==> config.mk <==
export PLATFORM = sky130hd
export DESIGN_NAME = axi_read_master
export DESIGN_NICKNAME = d
export VERILOG_FILES = /design/src/rtl/axi_read_master_pkg.sv /design/src/rtl/axi_read_master_fifo.sv /design/src/rtl/axi_read_master.sv
export SDC_FILE = /design/constraint.sdc
export NUM_CORES = 1
export LEC_CHECK = 0
export ABC_AREA = 1
export CORE_ASPECT_RATIO = 1.25
export CORE_MARGIN = 2
export CORE_UTILIZATION = 30
export CTS_CLUSTER_SIZE = 40
export DETAILED_ROUTE_END_ITERATION = 12
export PLACE_DENSITY_LB_ADDON = 0.15
export SETUP_SLACK_MARGIN = 0.05
export SYNTH_ARGS = -nofsm -noshare
export SYNTH_HDL_FRONTEND = slang
export SYNTH_HIERARCHICAL = 1
export SYNTH_SLANG_ARGS = --single-unit
==> constraint.sdc <==
create_clock -name ACLK -period 3.25 [get_ports ACLK]
set_input_delay 0.975 -clock ACLK [delete_from_list [all_inputs] [get_ports ACLK]]
set_output_delay 0.975 -clock ACLK [all_outputs]
set_load 0.01 [all_outputs]
==> src/rtl/axi_read_master_pkg.sv <==
// Shared types for the AXI read master: burst and response encodings, FSM states.
package axi_read_master_pkg;

  typedef enum logic [1:0] {
    BURST_FIXED    = 2'b00,
    BURST_INCR     = 2'b01,
    BURST_WRAP     = 2'b10,
    BURST_RESERVED = 2'b11
  } burst_e;

  typedef enum logic [1:0] {
    RESP_OKAY   = 2'b00,
    RESP_EXOKAY = 2'b01,
    RESP_SLVERR = 2'b10,
    RESP_DECERR = 2'b11
  } resp_e;

  typedef enum logic [1:0] {
    ST_IDLE = 2'b00,
    ST_ADDR = 2'b01,
    ST_DATA = 2'b10
  } state_e;

endpackage

==> src/rtl/axi_read_master_fifo.sv <==
// Synchronous FIFO buffering returned R beats; a push into a full FIFO is
// accepted only when a pop frees the head slot in the same cycle.
module axi_read_master_fifo #(
  parameter int unsigned Width = 35,
  parameter int unsigned Depth = 4
) (
  input  logic             clk,
  input  logic             rst,
  input  logic             push,
  input  logic             pop,
  input  logic [Width-1:0] wdata,
  output logic [Width-1:0] rdata,
  output logic             full,
  output logic             empty
);

  localparam int unsigned AW = $clog2(Depth);

  logic [Width-1:0] mem [Depth];
  logic [AW:0]      wptr;
  logic [AW:0]      rptr;
  logic             do_push;
  logic             do_pop;

  assign empty   = (wptr == rptr);
  assign full    = (wptr[AW] != rptr[AW]) && (wptr[AW-1:0] == rptr[AW-1:0]);
  assign do_pop  = pop && !empty;
  assign do_push = push && (!full || do_pop);
  assign rdata   = mem[rptr[AW-1:0]];

  // Pointer update; the extra MSB distinguishes full from empty.
  always_ff @(posedge clk) begin
    if (rst) begin
      wptr <= '0;
      rptr <= '0;
    end else begin
      if (do_push) wptr <= wptr + 1'b1;
      if (do_pop)  rptr <= rptr + 1'b1;
    end
  end

  // Storage write; contents need no reset since empty masks them.
  always_ff @(posedge clk) begin
    if (do_push) mem[wptr[AW-1:0]] <= wdata;
  end

endmodule

==> src/rtl/axi_read_master.sv <==
// AXI read master: one outstanding burst, R beats buffered in a FIFO and
// streamed to the requester. Optional protocol/response checking is enabled
// by defining AXI_READ_MASTER_CHECK_EN.
module axi_read_master
  import axi_read_master_pkg::*;
#(
  parameter int unsigned BusWidth  = 32,
  parameter int unsigned TagBits   = 4,
  parameter int unsigned FifoDepth = 4
) (
  input  logic                ACLK,
  input  logic                ARESET,
  input  logic                req_valid,
  output logic                req_ready,
  input  logic [TagBits-1:0]  req_id,
  input  logic [BusWidth-1:0] req_addr,
  input  logic [1:0]          req_len,
  input  logic [1:0]          req_size,
  input  logic [1:0]          req_burst,
  output logic [TagBits-1:0]  ARID,
  output logic [BusWidth-1:0] ARADDR,
  output logic [3:0]          ARLEN,
  output logic [1:0]          ARSIZE,
  output logic [1:0]          ARBURST,
  output logic [1:0]          ARLOCK,
  output logic [3:0]          ARCACHE,
  output logic [2:0]          ARPROT,
  output logic                ARVALID,
  input  logic                ARREADY,
  input  logic [TagBits-1:0]  RID,
  input  logic [BusWidth-1:0] RDATA,
  input  logic [1:0]          RRESP,
  input  logic                RLAST,
  input  logic                RVALID,
  output logic                RREADY,
  output logic                out_valid,
  input  logic                out_ready,
  output logic [BusWidth-1:0] out_data,
  output logic [1:0]          out_resp,
  output logic                out_last,
  output logic                done,
  output logic                err
);

  state_e              state;
  state_e              state_n;
  logic [TagBits-1:0]  l_id;
  logic [BusWidth-1:0] l_addr;
  logic [1:0]          l_len;
  logic [1:0]          l_size;
  burst_e              l_burst;
  logic [2:0]          beat_cnt;
  logic                err_acc;
  logic                beat_push;
  logic                beat_end;
  logic                beat_bad;
  logic                stray_ok;
  logic                fifo_full;
  logic                fifo_empty;
  logic [BusWidth+2:0] fifo_rdata;

`ifdef AXI_READ_MASTER_CHECK_EN
  logic [2:0] beat_cnt_n;
  logic [2:0] len_beats;
  assign beat_cnt_n = beat_cnt + 3'd1;
  assign len_beats  = {1'b0, l_len} + 3'd1;
  // The burst ends on RLAST or on the expected beat count, whichever comes first.
  assign beat_end   = RLAST || (beat_cnt_n == len_beats);
  assign beat_bad   = (RID != l_id) || (RRESP != RESP_OKAY) ||
                      (RLAST != (beat_cnt_n == len_beats));
  assign stray_ok   = 1'b1;
`else
  logic unused_rid;
  assign unused_rid = ^RID;
  assign beat_end   = RLAST;
  assign beat_bad   = 1'b0;
  assign stray_ok   = 1'b0;
`endif

  assign ARID      = l_id;
  assign ARADDR    = l_addr;
  assign ARLEN     = {2'b00, l_len};
  assign ARSIZE    = l_size;
  assign ARBURST   = l_burst;
  assign ARLOCK    = '0;
  assign ARCACHE   = '0;
  assign ARPROT    = '0;
  assign beat_push = (state == ST_DATA) && RVALID && RREADY;

  // State register.
  always_ff @(posedge ACLK) begin
    if (ARESET) state <= ST_IDLE;
    else        state <= state_n;
  end

  // Next-state and handshake outputs.
  always_comb begin
    state_n   = state;
    req_ready = 1'b0;
    ARVALID   = 1'b0;
    RREADY    = 1'b0;
    unique case (state)
      ST_IDLE: begin
        req_ready = !ARESET;
        RREADY    = stray_ok && !ARESET;
        if (req_valid && req_ready) state_n = ST_ADDR;
      end
      ST_ADDR: begin
        ARVALID = 1'b1;
        if (ARREADY) state_n = ST_DATA;
      end
      ST_DATA: begin
        RREADY = !fifo_full || out_ready;
        if (RVALID && RREADY && beat_end) state_n = ST_IDLE;
      end
      default: state_n = ST_IDLE;
    endcase
  end

  // Request latch, beat counter and sticky error accumulation.
  always_ff @(posedge ACLK) begin
    if (ARESET) begin
      l_id     <= '0;
      l_addr   <= '0;
      l_len    <= '0;
      l_size   <= '0;
      l_burst  <= BURST_FIXED;
      beat_cnt <= '0;
      err_acc  <= 1'b0;
    end else if (req_valid && req_ready) begin
      l_id     <= req_id;
      l_addr   <= req_addr;
      l_len    <= req_len;
      l_size   <= req_size;
      l_burst  <= burst_e'(req_burst);
      beat_cnt <= '0;
      err_acc  <= 1'b0;
    end else if (beat_push) begin
      beat_cnt <= beat_cnt + 3'd1;
      err_acc  <= err_acc | beat_bad;
    end
  end

  // Completion pulse, registered alongside the return to IDLE.
  always_ff @(posedge ACLK) begin
    if (ARESET) begin
      done <= 1'b0;
      err  <= 1'b0;
    end else begin
      done <= beat_push && beat_end;
      err  <= beat_push && beat_end && (err_acc || beat_bad);
    end
  end

  axi_read_master_fifo #(
    .Width (BusWidth + 3),
    .Depth (FifoDepth)
  ) u_fifo (
    .clk   (ACLK),
    .rst   (ARESET),
    .push  (beat_push),
    .pop   (out_ready),
    .wdata ({RDATA, RRESP, RLAST}),
    .rdata (fifo_rdata),
    .full  (fifo_full),
    .empty (fifo_empty)
  );

  assign out_valid = !fifo_empty;
  assign {out_data, out_resp, out_last} = fifo_empty ? '0 : fifo_rdata;

endmodule

==> run metrics <==
status complete, no violations; synthesized area per cell 10.9 um2; crit path launch type flip-flop; worst r2r src u_fifo/rptr[1]; Fin Hold WS 464 ps; share of cells above drive strength 1 0.0854; PwrDens 568 nW/um2; DP Area 9780 um2; Remaining Overflow, GRT 0; CTS Buf Count 17; max-cap violations 0; H-tree levels 4; # Post-CTS Setup Buffers 0; utilization after layout 0.415; Die X 147 um; Slew Viols, Final 0; die area 26800 um2; post-route cell area 10500 um2; final critical-path share of the clock period 0.943; Clock Path Buffers 2; M1 GR Usage 0.165; DRC Markers 0; CTS Sinks 193; pin count of the biggest net entering global routing 53; Yosys cell types 26; grt met2 use 0.236; Area growth syn-to-layout 36.4%; Final Skew 15.1 ps; starting density of the core 0.304; post-DR vias/cell 4.51; Synth async-reset ratio 0; WP data arrival 2090 ps; HP Start ARADDR[18]; count of non-filler cells in the finished layout 1213; grt peak-use layer met2; clock-pin slew on the worst setup and hold paths 80 ps; R2R depth 12; Gate Count Post-Synth 703; Hold Path Sink ARADDR[18]; Avg WL per Cell 15.4 um; n_diodes 0; GRT met3 Usage 0.0585; core area 25200 um2; sum of negative setup slack 0 ps; hold crit path type reg -> reg; Crit Reg-Reg Endpoint u_fifo/mem[2][34]; first-pass GRT wire length 29100 um; Die H 183 um; sequential area share after synthesis 0.687; drt first-iter violations 235; most frequent cell after synthesis edfxtp_1; hold depth 2; Routed Antenna Nets 0; RSZ-0062 raised after global routing yes; top cells by area, synth edfxtp_1, dfxtp_1, nand3_1; top cell type by total area after synthesis edfxtp_1; gr usage total 0.140; Worst Path Max Fanout 18; HPWL after DPL 11000 um; worst-skew pair later-pin latency 430 ps; Critical Path End Type output port; nets 957; Setup CP Type reg -> out; WL final 18700 um; R2R Setup Slk 1130 ps; Crit. Startpoint u_fifo/rptr[1]; via count 5466; placer congestion estimate 0.685; Synth top area share 0.549; initial antenna violation count 1; Netlist Area Pre-Place 7660 um2; top cells by count, synth edfxtp_1, nor2_1, nand3_1, nand2_1, o21ai_1; DRT Pass-1 Iters 6; CTS tree built; Critical Path RT 2270 ps; port bufs 164; Placed Instances 1180; minimum clock period 3060 ps; synthesis-stage register bit count 193; I/O pin total 181; yosys warns 6; Setup Viol. Count Final 0; num rows 65; Leak 4.26 nW; maximum VDD drop 347 uV; EDFF count, synth 140; Root Driver clkbuf_16; endpoints failing hold 0; FMAX 326 MHz; number of global-route vias before repair 5362; fillcell total 2484; cts-stage hold buffer count 0; dominant synthesized flop cell edfxtp_1
-- flip-flops by register name (all words and copies together), names as in the netlist, 2 cells and up, named ones only --
register and flops:
l_len 2, u_fifo/mem 140, u_fifo/wptr 3, ARADDR 32, state 2, ARID 4, ARSIZE 2, u_fifo/rptr 3
ARBURST 2
-- cells in the final DEF, fill, tap and decap left out, drive strengths merged --
cell type,netlist,layout
o22ai,35,35
edfxtp,140,140
clkinv,0,7
conb,1,12
nor2,119,119
nor3,2,2
clkdlybuf4s50,0,143
xnor2,1,1
nand4,1,1
ha,5,5
clkbuf,19,18
inv,60,68
buf,34,20
dfxtp,53,53
o21ai,71,71
nand2,65,65
nand3,89,89
xor2,2,2
dlymetal6s2s,0,19
dlygate4sd2,0,2
a21oi,5,5
o31ai,1,1
-- power breakdown --
| group | switching [mW] | internal [mW] |
|---|---|---|
| sequential | 0.0398 | 2.70 |
| clock | 0.996 | 1.03 |
| combinational | 0.634 | 0.545 |
-- logic make-up (layout without fill, tap and decap cells) --
family          after synthesis  in the layout  synth area share
flops                       193            193             0.687
simple gates                276            276             0.155
xor+xnor                      3              3           0.00441
compound gates              112            112            0.0792
fa+ha+maj                     5              5           0.00816
buf+inv                     113            277            0.0653
other cells                   1             12          0.000489
-- how the worst max path moves through the flow --
stage	slack, ps	endpoint
after global routing	30	out_data[9]
after CTS	60	req_ready
after detailed placement	-20	RREADY
after floorplan	-140	u_fifo/mem[0][0]
after global placement	-30	RREADY
final	190	out_data[29]
-- worst max-delay path: stages, from the launching register on --
cell             delay (ps)
dfxtp_1                 400
inv_1                    60
nand2_1                  60
nand2_1                 100
nand3_2                 140
inv_4                    70
clkbuf_16               190
nor2_1                  120
clkdlybuf4s50_1         540
-- routing by layer --
layer / wire length (um) / part of all wire / vias to the layer above
met1: 8030 / 0.43 / 2591
met4: 130 / 0.0069 / 0
met5: 0 / 0 / -
met2: 9110 / 0.49 / 144
li1: - / - / 2724
met3: 1460 / 0.078 / 7
-- metrics by stage --
stage	power (mW)	setup WS [ps]
detailed placement	3.96	-19.3
finish	5.94	186
floorplan	3.37	-138
global route	6.25	28.6
CTS	6.01	63.2
global placement	3.96	-26.8
-- final cells by class --
class                   instances  area [um2]  area share
multi-input cells             408        1970       0.189
repair buffers                185        1990       0.190
well taps                     335         419      0.0401
inverters                      60         228      0.0218
flip-flops and latches        193        5270       0.504
clock buffers                  17         425      0.0407
clock inverters                15         156      0.0150
-- timing repair --
item | 4_1_cts | 5_1_grt
resized for setup | 4 | 26
endpoints found under the setup margin | 4 | 36
cloned | 0 | 1
No activity file was read; power rests on OpenSTA's default activity.
